[config.mk]
export PLATFORM = sky130hd
export DESIGN_NAME = wb_spi_master
export DESIGN_NICKNAME = d
export VERILOG_FILES = /design/src/rtl/wb_spi_master_pkg.sv /design/src/rtl/spi_sck_gen.sv /design/src/rtl/wb_spi_master.sv
export SDC_FILE = /design/constraint.sdc
export NUM_CORES = 1
export LEC_CHECK = 0
export CELL_PAD_IN_SITES_DETAIL_PLACEMENT = 1
export CELL_PAD_IN_SITES_GLOBAL_PLACEMENT = 1
export CORE_UTILIZATION = 44
export DETAILED_ROUTE_END_ITERATION = 6
export GPL_ROUTABILITY_DRIVEN = 0
export PLACE_DENSITY = 0.9
export SLEW_MARGIN = 10
export SYNTH_ARGS = -nofsm -noshare
export SYNTH_HDL_FRONTEND = slang
export SYNTH_SLANG_ARGS = --single-unit
[constraint.sdc]
create_clock -name clk -period 4.7 [get_ports clk]
set_input_delay 0.94 -clock clk [delete_from_list [all_inputs] [get_ports clk]]
set_output_delay 0.94 -clock clk [all_outputs]
set_load 0.1 [all_outputs]
[src/rtl/wb_spi_master_pkg.sv]
// rtl/wb_spi_master_pkg.sv - register offsets, status bit indices and FSM encoding for wb_spi_master
package wb_spi_master_pkg;

    localparam logic [1:0] REG_CTRL = 2'd0;
    localparam logic [1:0] REG_DIV  = 2'd1;
    localparam logic [1:0] REG_TX   = 2'd2;
    localparam logic [1:0] REG_RX   = 2'd3;

    localparam int ST_BUSY       = 0;
    localparam int ST_RX_VALID   = 1;
    localparam int ST_TX_DROPPED = 2;
    localparam int ST_RX_OVERRUN = 3;
    localparam int ST_CTRL_LSB   = 4;

    localparam int CTRL_SS_MANUAL = 0;
    localparam int CTRL_SS_AUTO   = 1;

    typedef enum logic [1:0] {
        S_IDLE  = 2'd0,
        S_SETUP = 2'd1,
        S_SHIFT = 2'd2,
        S_HOLD  = 2'd3
    } spi_state_t;

endpackage

[src/rtl/spi_sck_gen.sv]
// rtl/spi_sck_gen.sv - half-period timer for the SPI master; phase 0 half ends give fall_tick, phase 1 half ends give rise_tick
module spi_sck_gen #(
    parameter int DIV_WIDTH = 8
) (
    input  logic                 clk,
    input  logic                 rst,
    input  logic                 start,
    input  logic                 en,
    input  logic [DIV_WIDTH-1:0] div,
    output logic                 half_done,
    output logic                 rise_tick,
    output logic                 fall_tick
);

    localparam logic [DIV_WIDTH-1:0] DIV_ONE = DIV_WIDTH'(1);

    logic [DIV_WIDTH-1:0] div_lat;
    logic [DIV_WIDTH-1:0] cnt;
    logic                 phase;

    // The divider is captured at frame start so a DIV write mid-frame only affects the next frame.
    always_ff @(posedge clk or posedge rst) begin
        if (rst) begin
            div_lat <= '0;
            cnt     <= '0;
            phase   <= 1'b0;
        end else if (start) begin
            div_lat <= div;
            cnt     <= '0;
            phase   <= 1'b0;
        end else if (en) begin
            if (cnt == div_lat) begin
                cnt   <= '0;
                phase <= ~phase;
            end else begin
                cnt <= cnt + DIV_ONE;
            end
        end
    end

    assign half_done = en & (cnt == div_lat);
    assign rise_tick = half_done & phase;
    assign fall_tick = half_done & ~phase;

endmodule

[src/rtl/wb_spi_master.sv]
// rtl/wb_spi_master.sv - Wishbone slave driving an SPI bus as master, mode 0, MSB first, 16-bit frames
module wb_spi_master #(
    parameter int ADDR_WIDTH  = 14,
    parameter int DATA_WIDTH  = 16,
    parameter int DIV_WIDTH   = 8,
    parameter int DEFAULT_DIV = 4
) (
    input  logic                  clk,
    input  logic                  rst,
    input  logic                  wb_stb_i,
    input  logic                  wb_cyc_i,
    input  logic                  wb_we_i,
    input  logic [ADDR_WIDTH-1:0] wb_adr_i,
    input  logic [1:0]            wb_sel_i,
    input  logic [DATA_WIDTH-1:0] wb_dat_i,
    output logic [DATA_WIDTH-1:0] wb_dat_o,
    output logic                  wb_ack_o,
    output logic                  spi_sck,
    output logic                  spi_mosi,
    input  logic                  spi_miso,
    output logic                  spi_ss
);
    import wb_spi_master_pkg::*;

    localparam int                   CNT_WIDTH = $clog2(DATA_WIDTH);
    localparam logic [CNT_WIDTH-1:0] CNT_ONE   = CNT_WIDTH'(1);
    localparam logic [CNT_WIDTH-1:0] CNT_TOP   = CNT_WIDTH'(DATA_WIDTH - 1);

    spi_state_t            state;
    logic [1:0]            ctrl;
    logic [DIV_WIDTH-1:0]  div;
    logic [DATA_WIDTH-1:0] tx_sh;
    logic [DATA_WIDTH-1:0] rx_sh;
    logic [DATA_WIDTH-1:0] rx_data;
    logic [CNT_WIDTH-1:0]  bit_cnt;
    logic                  rx_valid;
    logic                  tx_dropped;
    logic                  rx_overrun;

    logic                  access;
    logic                  wr;
    logic                  rd;
    logic [1:0]            reg_sel;
    logic                  frame_active;
    logic                  tx_start;
    logic                  hold_done;
    logic                  half_done;
    logic                  rise_tick;
    logic                  fall_tick;
    logic [DATA_WIDTH-1:0] rd_mux;
    logic                  unused_bits;

    // All register side effects land on the edge that raises ack, so the ack cycle already shows them.
    assign access       = wb_stb_i & wb_cyc_i & ~wb_ack_o;
    assign wr           = access & wb_we_i;
    assign rd           = access & ~wb_we_i;
    assign reg_sel      = wb_adr_i[1:0];
    assign frame_active = (state != S_IDLE);
    assign tx_start     = wr & (reg_sel == REG_TX) & (state == S_IDLE);
    assign hold_done    = (state == S_HOLD) & half_done;
    assign unused_bits  = ^{wb_sel_i, wb_adr_i[ADDR_WIDTH-1:2]};

    assign spi_ss = ~(ctrl[CTRL_SS_MANUAL] | (ctrl[CTRL_SS_AUTO] & frame_active));

    spi_sck_gen #(
        .DIV_WIDTH (DIV_WIDTH)
    ) u_sck_gen (
        .clk       (clk),
        .rst       (rst),
        .start     (tx_start),
        .en        (frame_active),
        .div       (div),
        .half_done (half_done),
        .rise_tick (rise_tick),
        .fall_tick (fall_tick)
    );

    always_comb begin
        rd_mux = '0;
        case (reg_sel)
            REG_CTRL: begin
                rd_mux[ST_BUSY]            = frame_active;
                rd_mux[ST_RX_VALID]        = rx_valid;
                rd_mux[ST_TX_DROPPED]      = tx_dropped;
                rd_mux[ST_RX_OVERRUN]      = rx_overrun;
                rd_mux[ST_CTRL_LSB +: 2]   = ctrl;
            end
            REG_DIV:  rd_mux[DIV_WIDTH-1:0] = div;
            REG_RX:   rd_mux = rx_data;
            default:  rd_mux = '0;
        endcase
    end

    // Frame sequencer: SETUP is one half-period with bit 15 on mosi, then 16 low/high bit periods, then HOLD.
    always_ff @(posedge clk or posedge rst) begin
        if (rst) begin
            state    <= S_IDLE;
            spi_sck  <= 1'b0;
            spi_mosi <= 1'b0;
            tx_sh    <= '0;
            rx_sh    <= '0;
            bit_cnt  <= '0;
        end else begin
            case (state)
                S_IDLE: begin
                    if (tx_start) begin
                        state    <= S_SETUP;
                        tx_sh    <= wb_dat_i;
                        spi_mosi <= wb_dat_i[DATA_WIDTH-1];
                        bit_cnt  <= CNT_TOP;
                    end
                end
                S_SETUP: begin
                    if (half_done) begin
                        state <= S_SHIFT;
                    end
                end
                S_SHIFT: begin
                    if (rise_tick) begin
                        spi_sck <= 1'b1;
                        rx_sh   <= {rx_sh[DATA_WIDTH-2:0], spi_miso};
                    end
                    if (fall_tick) begin
                        spi_sck <= 1'b0;
                        if (bit_cnt == '0) begin
                            state    <= S_HOLD;
                            spi_mosi <= 1'b0;
                        end else begin
                            bit_cnt  <= bit_cnt - CNT_ONE;
                            tx_sh    <= {tx_sh[DATA_WIDTH-2:0], 1'b0};
                            spi_mosi <= tx_sh[DATA_WIDTH-2];
                        end
                    end
                end
                S_HOLD: begin
                    if (half_done) begin
                        state <= S_IDLE;
                    end
                end
                default: state <= S_IDLE;
            endcase
        end
    end

    // Read-to-clear is written first so a sticky set or a completing frame on the same edge wins.
    always_ff @(posedge clk or posedge rst) begin
        if (rst) begin
            wb_ack_o   <= 1'b0;
            wb_dat_o   <= '0;
            ctrl       <= 2'b00;
            div        <= DIV_WIDTH'(DEFAULT_DIV);
            rx_data    <= '0;
            rx_valid   <= 1'b0;
            tx_dropped <= 1'b0;
            rx_overrun <= 1'b0;
        end else begin
            wb_ack_o <= access;
            if (rd) begin
                wb_dat_o <= rd_mux;
            end
            if (wr && reg_sel == REG_CTRL) begin
                ctrl <= wb_dat_i[1:0];
            end
            if (wr && reg_sel == REG_DIV) begin
                div <= wb_dat_i[DIV_WIDTH-1:0];
            end
            if (rd && reg_sel == REG_CTRL) begin
                tx_dropped <= 1'b0;
                rx_overrun <= 1'b0;
            end
            if (rd && reg_sel == REG_RX) begin
                rx_valid <= 1'b0;
            end
            if (wr && reg_sel == REG_TX && frame_active) begin
                tx_dropped <= 1'b1;
            end
            if (hold_done) begin
                rx_data  <= rx_sh;
                rx_valid <= 1'b1;
                if (rx_valid) begin
                    rx_overrun <= 1'b1;
                end
            end
        end
    end

endmodule

Yosys cells after proc, flatten, opt, wreduce, memory -nomap -nowiden

Index checks and enable logic that the tools add are counted.

Bitwise logic cells: 16
Add/sub/neg operators: 2
Eq/ne operators: 13
Mux-type cells: 36
Reductions and logical operators: 22

Operators by type and width:

| kind                                                | number |
|---|---|
| two-way mux 15 bit                                  | 3 |
| two-way mux 8 bit                                   | 4 |
| one-hot mux 15 bit (2 select lines)                 | 1 |
| one-hot mux 6 bit (3 select lines)                  | 1 |
| two-way mux 1 bit                                   | 15 |
| nonzero test 2 bit                                  | 7 |
| two-way mux 4 bit                                   | 3 |
| inequality test 2 bit, second input constant        | 6 |
| bitwise AND 1 bit                                   | 11 |
| two-way mux 2 bit                                   | 5 |
| adder 8 x 1 -> 8 bit, second input constant         | 1 |
| equality test 2 bit, second input constant          | 4 |
| equality test 8 bit                                 | 1 |
| one-hot mux 2 bit (4 select lines)                  | 1 |
| one-hot mux 4 bit (2 select lines)                  | 1 |
| logical AND 1 bit                                   | 6 |
| AND reduction 2 bit                                 | 3 |
| AND reduction 5 bit                                 | 1 |
| equality test 2 x 1 -> 1 bit, second input constant | 2 |
| zero test 2 bit                                     | 2 |
| zero test 4 bit                                     | 1 |
| inverter 1 bit                                      | 4 |
| one-hot mux 2 bit (2 select lines)                  | 1 |
| AND reduction 4 bit                                 | 1 |
| other kinds (4)                                     | 4 |

Register bits: 102
Output and inout bits: 20
Word-level logic and storage cells: 106

Depth between registers and ports, before layout

Depth after elaboration: 7
Gate-level depth with buffers: 9
Gate-level depth less buffers: 7

Cells and area by module

From an unflattened synthesis, not the netlist that was laid out.

Cell total of the unflattened synthesis: 429
Area, all modules: 4966.0 um^2

By module, submodules not included:

| module        | area an instance (um^2) | times used | cells an instance | sequential area each (um^2) |
|---|---|---|---|---|
| wb_spi_master | 3965.1                  | 1          | 344               | 2128.3 |
| spi_sck_gen   | 1001.0                  | 1          | 85                | 425.4 |

Least setup slack after synthesis

No wires, ideal clock.

Path kind: flip-flop to output port
Start point: register state[0]
End point: output port spi_ss
Arrival: 2.448 ns
Cell stages (with the launch flop): 6
Setup slack: 1.312 ns
Path through: dfrtp_1 -> inv_1 -> ha_1 -> clkbuf_1 -> inv_1 -> a21oi_1

Word-level cells in the longest chain between the ends: 4

RTL lines:

| what                     | line                 | text |
|---|---|---|
| start: declaration       | wb_spi_master.sv:29  | `spi_state_t state;` |
| start signal: assignment | wb_spi_master.sv:97  | `state <= S_IDLE;` |
| start signal: assignment | wb_spi_master.sv:107 | `state <= S_SETUP;` |
| start signal: assignment | wb_spi_master.sv:115 | `state <= S_SHIFT;` |
| nonzero test 2 bit       | wb_spi_master.sv:58  | `assign frame_active = (state != S_IDLE);` |
| bitwise AND 1 bit        | wb_spi_master.sv:63  | `assign spi_ss = ~(ctrl[CTRL_SS_MANUAL] \| (ctrl[CTRL_SS_AUTO] & frame_active));` |
| bitwise OR 1 bit         | wb_spi_master.sv:63  |  |
| inverter 1 bit           | wb_spi_master.sv:63  |  |
| end: declaration         | wb_spi_master.sv:21  | `output logic spi_ss` |

No other way between the ends.

Worst setup path after layout

Ends and elaborated chain as after synthesis.

==> summary.md <==
| Metric | Value |
|---|---|
| Outcome | `completed` |
| Synth warn | `0` |
| CTS root buf | `clkbuf_8` |
| Worst Path Arrival | `roughly 2800 ps` |
| Average size of a mapped cell | `11.7 sq um` |
| Total vias in the final route | `3,209` |
| Synth area leaders | `dfrtp_1 55%, mux2_2 14%, nor2_1 4.1%, nand2_1 3.3%, ha_1 1.9%` |
| GR Overflow Total | `0` |
| Crit. End Element | `output pin` |
| Max-slew headroom | `between 30% and 40%` |
| Top-level I/O count | `58` |
| Setup TNS | `0 ps` |
| Mapped Area | `4620 sq um` |
| First-pass GRT wire length | `18.7 mm` |
| Synth Net Count | `439` |
| Min cycle time layout | `3760 ps` |
| Die height | `about 100 um` |
| Final-stage net count | `479` |
| Cell Chain, Critical Path | `inv_1 -> ha_1 -> inv_1 -> a21oi_1 -> clkdlybuf4s50_1` |
| Synth unique cells | `52` |
| Data required, critical path | `3760 ps` |
| Cell row count | `37` |
| Placed Area | `5150 sq um` |
| Clock latency on the worst-skew pair | `approximately 370 ps` |
| Hpwl dp | `7.86 mm` |
| Clock skew | `14.4 ps` |
| Worst r2r src | `state[0]$_DFFE_PP0P_` |
| Initial drt markers | `170` |
| CP startpoint kind | `flip-flop` |
| Slew @ Worst Pin | `978 ps` |
| Highest-count cells in the layout ignoring fill and taps | `101 x dfrtp_1, 59 x mux2_2, 50 x nor2_1` |
| WL final | `11.1 mm` |
| Vias in the first global route | `3,505` |
| Metal2 WL | `between 5 and 6 mm` |
| RSZ-0062 raised after global routing | `no` |
| Core ar. | `10,200 sq um` |
| Part of the cycle the worst path needs | `80.1%` |
| Max incr delay on CP | `1150 ps` |
| Commonest non-fill, non-tap cell in the layout | `dfrtp_1` |
| Area Overhead vs Synth | `15.8%` |
| Hold-fix buffers, CTS | `0` |
| Largest net degree at the start of global routing | `45` |
| Sequential share of the synthesized area | `between 50% and 60%` |
| Critical R2R Capture | `rx_sh[4]$_DFFE_PP0P_` |
| Gr usage total | `22.2%` |
| VDD IR-drop max | `0.224 mV` |
| 1st-pass router iterations | `5` |
| Antenna cells | `0` |
| Cell area after layout | `5350 sq um` |
| Sum of buffers and inverters on the critical path | `3` |
| Largest delay contributor family on the critical path | `buffers and inverters` |
| Max Freq | `266 MHz` |
| Most frequent CP cell | `inv_1` |
| Clk slew on worst S/H paths | `100 ps` |
| R2R depth | `6` |
| Syn Inst Count | `394` |
| Hold depth | `2` |
| Final ANT Viol Nets | `0` |
| Share of layout cells above drive strength 1 | `between 20 and 25%` |
| Post-synth top area share | `54.7%` |
| Via density | `5.58` |
| CTS Buf Count | `9` |
| Drc violations | `0` |
| Post-synth EDFFs | `0` |
| Clock tree buffer depth | `2` |
| Kind of critical path | `reg2out` |
| R2r setup slk | `~1700 ps` |
| Area leader, netlist | `dfrtp_1` |
| Setup Buffers After CTS | `0` |
| Synth async-reset ratio | `100%` |
| Crit-path max FO | `8` |
| Top layer reached by signal wires | `met4` |
| #FFs+latches synth | `102` |
| CTS resizes | `0` |
| Final hold violation count | `0` |
| CTS tree | `built` |
| Lkg Pwr | `2.58 nW` |
| Worst hold path class | `reg2reg` |
| Metal-1 WL | `4.94 mm` |
| H-tree levels | `3` |
| Hold_sp | `wb_dat_o[15]$_DFFE_PP0N_` |
| Max cap viols | `0` |
| WHS | `470 ps` |
| Synth Flop Type | `dfrtp_1` |
| Met3 wire len | `311 um` |
| Final setup vio count | `0` |
| Slew Viols, Final | `0` |
| PortBufs | `43` |
| CTS sink count | `102` |
| P per Cell Area | `325 nW/um^2` |
| Antenna violations before repair | `0` |
| Starting Density | `45.1%` |
| Wirelength per Cell | `roughly 19 um` |
| Crit-path slowest cell | `clkdlybuf4s50_1` |
| Hold-critical path endpoint | `wb_dat_o[15]$_DFFE_PP0N_` |
| Die X | `104 um` |
| Die area | `10,900 sq um` |
==> cells by family (layout without fill, tap and decap cells) <==
| family | count (synthesis) | in the layout | synth area share (%) |
|---|---|---|---|
| flip-flops | 102 | 102 | 55.3 |
| AO/OA/AOI/OAI | 49 | 49 | 8.72 |
| AND/OR/NAND/NOR | 135 | 135 | 13.9 |
| XOR/XNOR | 10 | 10 | 1.90 |
| buffers and inverters | 27 | 72 | 2.82 |
| multiplexers | 64 | 64 | 15.5 |
| adder cells (fa/ha/maj) | 7 | 7 | 1.90 |
==> stage by stage <==
step	total power, mW	worst slack (ps)	std cells	util [%]
2_1_floorplan	1.13	1090	394	-
3_3_place_gp	1.21	1450	559	50.4
3_5_place_dp	1.22	1320	559	50.4
4_1_cts	1.76	947	575	52.3
5_1_grt	1.80	816	575	52.3
6_report	1.74	937	575	52.3
==> synthesized netlist by cell type, types with 2 or more instances <==
library cell / n
a21o_1: 3
a21oi_1: 5
a221oi_1: 5
a22o_1: 5
and2_1: 2
and3_1: 4
and3b_1: 2
and4b_1: 2
buf_2: 2
buf_6: 3
clkbuf_1: 12
dfrtp_1: 101
ha_1: 7
inv_1: 9
mux2_2: 59
mux2i_1: 4
nand2_1: 40
nand3_1: 15
nand4_1: 3
nor2_1: 50
nor3_1: 5
o21ai_0: 4
o21ai_1: 2
o22ai_1: 8
o22ai_2: 6
or4_4: 2
xnor2_1: 7
xor2_1: 3
==> final cells by class <==
class | count | area [sq um]
clock inverters | 4 | 28.8
inverters | 9 | 36.3
fillers | 1090 | 4880
clock buffers | 12 | 165
flip-flops and latches | 102 | 2550
repair buffers | 47 | 460
well taps | 136 | 170
multi-input cells | 265 | 1930
==> registers in the layout, summed over array words and instances (netlist names) <==
signal / flops
tx_sh: 15
div: 8
wb_dat_o: 16
rx_valid: 1
u_sck_gen.div_lat: 8
rx_overrun: 1
spi_mosi: 1
bit_cnt: 4
rx_sh: 16
u_sck_gen.phase: 1
ctrl: 2
tx_dropped: 1
state: 2
rx_data: 16
wb_ack_o: 1
u_sck_gen.cnt: 8
spi_sck: 1
==> how the worst max path moves through the flow <==
stage | startpoint | end | cells after the start
2_1_floorplan | rst | bit_cnt[0]$_DFFE_PP0P_ | 1
3_3_place_gp | state[0]$_DFFE_PP0P_ | spi_ss | 5
3_5_place_dp | wb_adr_i[1] | spi_mosi$_DFFE_PP0P_ | 6
4_1_cts | state[0]$_DFFE_PP0P_ | spi_ss | 5
5_1_grt | state[1]$_DFFE_PP0P_ | spi_ss | 5
6_report | state[0]$_DFFE_PP0P_ | spi_ss | 5
==> power breakdown <==
part	switching (mW)	internal (mW)	total, mW	leakage (nW)
Combinational	0.179	0.0776	0.256	1.14
Sequential	0.0287	0.914	0.943	1.35
Clock	0.304	0.237	0.541	0.0950
Total	0.511	1.23	1.74	2.58
==> per-layer routing <==
metal / GRT usage [%] / vias to the layer above
li1: - / 1467
met1: 28.8 / 1659
met2: 36.9 / 60
met3: 4.26 / 23
met4: 8.47 / 0
met5: 0 / -
==> tightest hold or removal path, stage by stage, from the launching register on <==
cell     delay, ps
dfrtp_1        350
nand2_1         50
nand2_1         50
Power figures use the tool's default switching activity.
